$ cat src/rtl/vram_pkg.sv
// Shared constants and FSM state type for the VRAM write arbiter.
// Latency: none (types and constants only).
// Backpressure: not applicable.
package vram_pkg;

    localparam int VRAM_DATAW       = 24;
    localparam int VRAM_ADDR_LENGTH = 20;
    localparam int VRAM_TOTAL_PIXEL = 307200;

    // IDLE is only occupied for the first cycle after reset release.
    typedef enum logic [1:0] {
        IDLE  = 2'd0,
        ARB   = 2'd1,
        CLEAR = 2'd2
    } vram_state_e;

endpackage

$ cat src/rtl/vram_rr_arb2.sv
// Two-port round-robin grant with internal priority register.
// Latency: grants are combinational from valids; priority updates on the next edge.
// Backpressure: no grant when en_i is low; a lone valid wins regardless of priority.
module vram_rr_arb2 (
    input  logic clk,
    input  logic resetN,
    input  logic en_i,
    input  logic valid0_i,
    input  logic valid1_i,
    output logic grant0_o,
    output logic grant1_o
);

    // prio_q == 0 means port 0 wins a contended cycle.
    logic prio_q;
    logic prio_d;
    logic contend;

    assign contend = en_i & valid0_i & valid1_i;

    // Grant decode: priority only matters when both ports ask.
    always_comb begin
        grant0_o = en_i & valid0_i & (~valid1_i | ~prio_q);
        grant1_o = en_i & valid1_i & (~valid0_i |  prio_q);
    end

    // Priority moves to the other port after every contended grant.
    always_comb begin
        prio_d = contend ? ~prio_q : prio_q;
    end

    // Priority register.
    always_ff @(posedge clk or negedge resetN) begin
        if (!resetN) begin
            prio_q <= 1'b0;
        end else begin
            prio_q <= prio_d;
        end
    end

endmodule

$ cat src/rtl/vram_write_arbiter.sv
// Arbitrates two pixel writers onto one VRAM write port and runs full-frame clears.
// Latency: accepted transfers and clear writes appear on the VRAM port 1 cycle later.
// Backpressure: reqReady held low outside ARB; one write per cycle sustained.
// Optional: define VRAM_ARB_ADDR_CHECK_EN to drop out-of-frame writes and pulse addrErr.
module vram_write_arbiter
    import vram_pkg::*;
#(
    parameter int DATAW      = VRAM_DATAW,
    parameter int addrLength = VRAM_ADDR_LENGTH,
    parameter int totalPixel = VRAM_TOTAL_PIXEL
) (
    input  logic                  clk,
    input  logic                  resetN,
    input  logic                  reqValid0,
    input  logic                  reqValid1,
    input  logic [addrLength-1:0] reqAddr0,
    input  logic [addrLength-1:0] reqAddr1,
    input  logic [DATAW-1:0]      reqData0,
    input  logic [DATAW-1:0]      reqData1,
    output logic                  reqReady0,
    output logic                  reqReady1,
    input  logic                  clearStart,
    input  logic [DATAW-1:0]      clearColor,
    output logic                  clearBusy,
    output logic                  clearDone,
    output logic                  writeEn,
    output logic [addrLength-1:0] writePointer,
`ifdef VRAM_ARB_ADDR_CHECK_EN
    output logic                  addrErr,
`endif
    output logic [DATAW-1:0]      dataIn
);

    localparam logic [addrLength-1:0] LAST_ADDR = addrLength'(totalPixel - 1);

    vram_state_e           state_q, state_d;
    logic [addrLength-1:0] cnt_q, cnt_d;
    logic [DATAW-1:0]      color_q, color_d;
    logic                  we_q, we_d;
    logic [addrLength-1:0] ptr_q, ptr_d;
    logic [DATAW-1:0]      dat_q, dat_d;
    logic                  done_q, done_d;
`ifdef VRAM_ARB_ADDR_CHECK_EN
    logic                  err_q, err_d;
`endif

    logic                  arb_en;
    logic                  grant0;
    logic                  grant1;
    logic [addrLength-1:0] sel_addr;
    logic [DATAW-1:0]      sel_data;
    logic                  clear_last;

    assign arb_en     = (state_q == ARB);
    assign clear_last = (state_q == CLEAR) && (cnt_q == LAST_ADDR);
    assign sel_addr   = grant1 ? reqAddr1 : reqAddr0;
    assign sel_data   = grant1 ? reqData1 : reqData0;

    vram_rr_arb2 u_rr_arb (
        .clk      (clk),
        .resetN   (resetN),
        .en_i     (arb_en),
        .valid0_i (reqValid0),
        .valid1_i (reqValid1),
        .grant0_o (grant0),
        .grant1_o (grant1)
    );

    // Next-state: one IDLE cycle after reset, clears run until the last address is issued.
    always_comb begin
        state_d = state_q;
        color_d = color_q;
        cnt_d   = '0;
        case (state_q)
            IDLE: begin
                state_d = ARB;
            end
            ARB: begin
                if (clearStart) begin
                    state_d = CLEAR;
                    color_d = clearColor;
                end
            end
            CLEAR: begin
                if (clear_last) begin
                    state_d = ARB;
                end else begin
                    cnt_d = cnt_q + 1'b1;
                end
            end
            default: begin
                state_d = IDLE;
            end
        endcase
    end

    // Write-port next values: clear fill has the port, otherwise the granted requester.
    always_comb begin
        we_d   = 1'b0;
        ptr_d  = ptr_q;
        dat_d  = dat_q;
        done_d = clear_last;
`ifdef VRAM_ARB_ADDR_CHECK_EN
        err_d  = 1'b0;
`endif
        if (state_q == CLEAR) begin
            we_d  = 1'b1;
            ptr_d = cnt_q;
            dat_d = color_q;
        end else if (grant0 || grant1) begin
`ifdef VRAM_ARB_ADDR_CHECK_EN
            // Out-of-frame requests are still accepted so the requester never stalls.
            if (sel_addr > LAST_ADDR) begin
                err_d = 1'b1;
            end else begin
                we_d  = 1'b1;
                ptr_d = sel_addr;
                dat_d = sel_data;
            end
`else
            we_d  = 1'b1;
            ptr_d = sel_addr;
            dat_d = sel_data;
`endif
        end
    end

    // State, clear counter/colour and registered VRAM port.
    always_ff @(posedge clk or negedge resetN) begin
        if (!resetN) begin
            state_q <= IDLE;
            cnt_q   <= '0;
            color_q <= '0;
            we_q    <= 1'b0;
            ptr_q   <= '0;
            dat_q   <= '0;
            done_q  <= 1'b0;
`ifdef VRAM_ARB_ADDR_CHECK_EN
            err_q   <= 1'b0;
`endif
        end else begin
            state_q <= state_d;
            cnt_q   <= cnt_d;
            color_q <= color_d;
            we_q    <= we_d;
            ptr_q   <= ptr_d;
            dat_q   <= dat_d;
            done_q  <= done_d;
`ifdef VRAM_ARB_ADDR_CHECK_EN
            err_q   <= err_d;
`endif
        end
    end

    assign reqReady0    = grant0;
    assign reqReady1    = grant1;
    assign clearBusy    = (state_q == CLEAR);
    assign clearDone    = done_q;
    assign writeEn      = we_q;
    assign writePointer = ptr_q;
    assign dataIn       = dat_q;
`ifdef VRAM_ARB_ADDR_CHECK_EN
    assign addrErr      = err_q;
`endif

endmodule

$ cat config.mk
export PLATFORM = sky130hd
export DESIGN_NAME = vram_write_arbiter
export DESIGN_NICKNAME = d
export VERILOG_FILES = /design/src/rtl/vram_pkg.sv /design/src/rtl/vram_rr_arb2.sv /design/src/rtl/vram_write_arbiter.sv
export SDC_FILE = /design/constraint.sdc
export NUM_CORES = 1
export LEC_CHECK = 0
export CAP_MARGIN = 20
export CORE_UTILIZATION = 30
export DETAILED_ROUTE_END_ITERATION = 16
export GPL_ROUTABILITY_DRIVEN = 0
export HOLD_SLACK_MARGIN = 0.02
export SLEW_MARGIN = 20
export SYNTH_ARGS = -nofsm -noshare
export SYNTH_HDL_FRONTEND = slang
export SYNTH_SLANG_ARGS = --single-unit
$ cat constraint.sdc
create_clock -name clk -period 2.65 [get_ports clk]
set_input_delay 0.265 -clock clk [delete_from_list [all_inputs] [get_ports clk]]
set_output_delay 0.265 -clock clk [all_outputs]
set_load 0.1 [all_outputs]
==> results.sh <==
export IMPL_status="finished with violations"
export IMPL_violations="negative hold slack"
export IMPL_fillerInstances=1316
export IMPL_finalNetCount=651
export IMPL_grt_usage_pct=16.5
export IMPL_clk_pin_slew_ns=0.06
export IMPL_worst_slew_pin_slew_ns=0.733
export IMPL_grt_pass1_wl_microns=19000
export IMPL_grt_pass1_vias=3816
export IMPL_yosysTopAreaCellShare_pct=54.0
export IMPL_drt_initial_drc_count=93
export IMPL_fin_area_sq_um=6360
export IMPL_hp_class="in2async"
export IMPL_finalSetupViolCount=0
export IMPL_synth_most_common_cell="dfrtp_1"
export IMPL_grt_use_met3_pct=3.84
export IMPL_ys_seq_elements=93
export IMPL_final_min_period_over_clock_period_pct=76.8
export IMPL_vias=3508
export IMPL_hold_viol_final=26
export IMPL_worstPathMaxFanout=18
export IMPL_critical_path_cell_chain="ha_1, nand3_1, or3_4, o21ai_4, nor2_1"
export IMPL_die_x_microns=122
export IMPL_num_antenna_cells=0
export IMPL_cts_buffers=9
export IMPL_met2_usage_pct=28.4
export IMPL_start_util_pct=30.9
export IMPL_holdWs_ns=-0.00922
export IMPL_synth_area_leaders="dfrtp_1 (54%), mux2i_1 (10%), a22oi_1 (7.7%), mux2_2 (6.3%), o21ai_1 (4.6%)"
export IMPL_syn_to_final_growth_pct=47.7
export IMPL_clk_path_buf_depth=2
export IMPL_critPathSlowestCell="o21ai_4"
export IMPL_synth_nets=490
export IMPL_syn_area_per_cell_sq_um=11.6
export IMPL_via_per_inst=4.89
export IMPL_fin_ws_ns=0.615
export IMPL_finClkSkew_ns=0.00542
export IMPL_drc=0
export IMPL_antenna_left=0
export IMPL_synth_warning_count=0
export IMPL_critical_path_class="reg2reg"
export IMPL_synth_top_area_cell="dfrtp_1"
export IMPL_dr_pass1_iters=5
export IMPL_cts_resized=0
export IMPL_cts_tree="built"
export IMPL_max_freq_mhz=491
export IMPL_startpoint="cnt_q[0]"
export IMPL_critPathArrivalTime_ns=2.23
export IMPL_synthCells=372
export IMPL_powerDensity_nw_per_um2=1320
export IMPL_postCtsSetupRepairBufs=0
export IMPL_crit_path_start_kind="flip-flop"
export IMPL_portBuffers=165
export IMPL_fp_dieH_microns=122
export IMPL_placed_cell_area_sq_um=6070
export IMPL_hpwl_microns=8150
export IMPL_seq_area_frac_synth_pct=54.0
export IMPL_overflow=0
export IMPL_synth_edf_count=0
export IMPL_drive_gt1_share_pct=20.1
export IMPL_grt_use_met1_pct=20.1
export IMPL_cp_required_ns=2.85
export IMPL_slew_viol_final=0
export IMPL_avgRoutedWirePerCell_microns=15.8
export IMPL_grt_max_degree=57
export IMPL_dieArea_sq_um=14800
export IMPL_pin_count=166
export IMPL_slowest_delay_ns=0.46
export IMPL_ir_drop_v=0.000557
export IMPL_cts_htree_levels=3
export IMPL_yosysUniqueCellTypes=36
export IMPL_async_reset_ff_share_pct=100
export IMPL_antenna_found_initial=0
export IMPL_tns_ns=0
export IMPL_coreArea_sq_um=13900
export IMPL_ys_top_cells_by_count="dfrtp_1 (93), a22oi_1 (44), mux2i_1 (44)"
export IMPL_core_rowCount=43
export IMPL_top_usage_layer="met2"
export IMPL_ys_flop_type="dfrtp_1"
export IMPL_min_period_ns=2.04
export IMPL_clock_sinks=93
export IMPL_p_leak_uw=0.00261
export IMPL_cap_viol_max_count=0
export IMPL_insertion_delay_ns=0.34
export IMPL_crit_reg2reg_launch="cnt_q[0]"
export IMPL_grt_setup_unrepaired="no"
export IMPL_pre_cts_ws_ns=0.629
export IMPL_postCtsHoldBufs=0
export IMPL_crit_path_end_kind="flip-flop"
export IMPL_totalWireLength_microns=11400
export IMPL_maxSlewHeadroom_pct=51.1
export IMPL_reg2reg_slack_ns=0.61
export IMPL_cts_root_buf="clkbuf_16"
export IMPL_syn_area_sq_um=4310
## worst max-delay path: cells and delay by family, from the launching register on
family          cells  cell delay [ns]
simple gates        3             0.75
compound gates      1             0.46
flops               1             0.42
fa+ha+maj           1             0.26
## path summary, 6_finish.rpt
check	endpoint	cells past startpoint
max	cnt_q[5]	5
max reg2reg	cnt_q[5]	5
min reg2reg	state_q[0]	1
min	writeEn	1
max in group asynchronous	state_q[1]	2
min in group clk	state_q[0]	1
## layout by cell type, fill, tap and decap left out, types with 9 or more instances in the layout
cell type / count
a22oi_1: 44
o21ai_0: 9
buf_4: 56
clkbuf_16: 9
nor2_1: 18
clkdlybuf4s50_1: 115
mux2i_1: 44
dfrtp_1: 93
mux2_2: 24
o21ai_1: 40
nand3_1: 9
xnor2_1: 11
## state kept, by name, summed over array words and instances, names as in the netlist
register and flops:
color_q 24, clearDone 1, u_rr_arb.prio_q 1, dataIn 24, writeEn 1, state_q 2, cnt_q 20, writePointer 20
## area by class of cell
cell class                 instances  area (sq um)  area share [%]
clock buffer                      13           270            4.25
clock inverter                     3          18.8           0.295
inverter                           5          18.8           0.295
multi-input combinational        249          1850            29.1
sequential                        93          2330            36.6
tap                              180           225            3.54
timing repair buffer             175          1650            26.0
## routing by layer
layer / share of wire, % / wire (microns)
met1: 44 / 4950
met5: 0 / 0
met4: 1.5 / 174
met3: 5.0 / 565
met2: 50 / 5680
## stage by stage
step | total power (uW) | cells | hold WS [ns] | util (%)
floorplan | 5950 | 372 | -0.0306 | -
global placement | 7170 | 702 | 0.368 | 43.6
CTS | 8500 | 718 | 0.0215 | 45.6
detailed placement | 7240 | 702 | 0.390 | 43.6
global route | 8820 | 718 | 0.0597 | 45.6
finish | 8390 | 718 | -0.00922 | 45.6
## power by group
part / internal [uW] / switching [uW]
clock: 712 / 531
sequential: 1980 / 315
combinational: 1310 / 3550
total: 4000 / 4390
## cells by family after synthesis
logic type      share of synthesized area, %
xor+xnor                                2.85
flops                                   54.0
fa+ha+maj                              0.290
buf+inv                                 3.25
mux                                     16.5
simple gates                            7.87
compound gates                          15.2
Note: power is estimated with default switching activity, not from simulation.
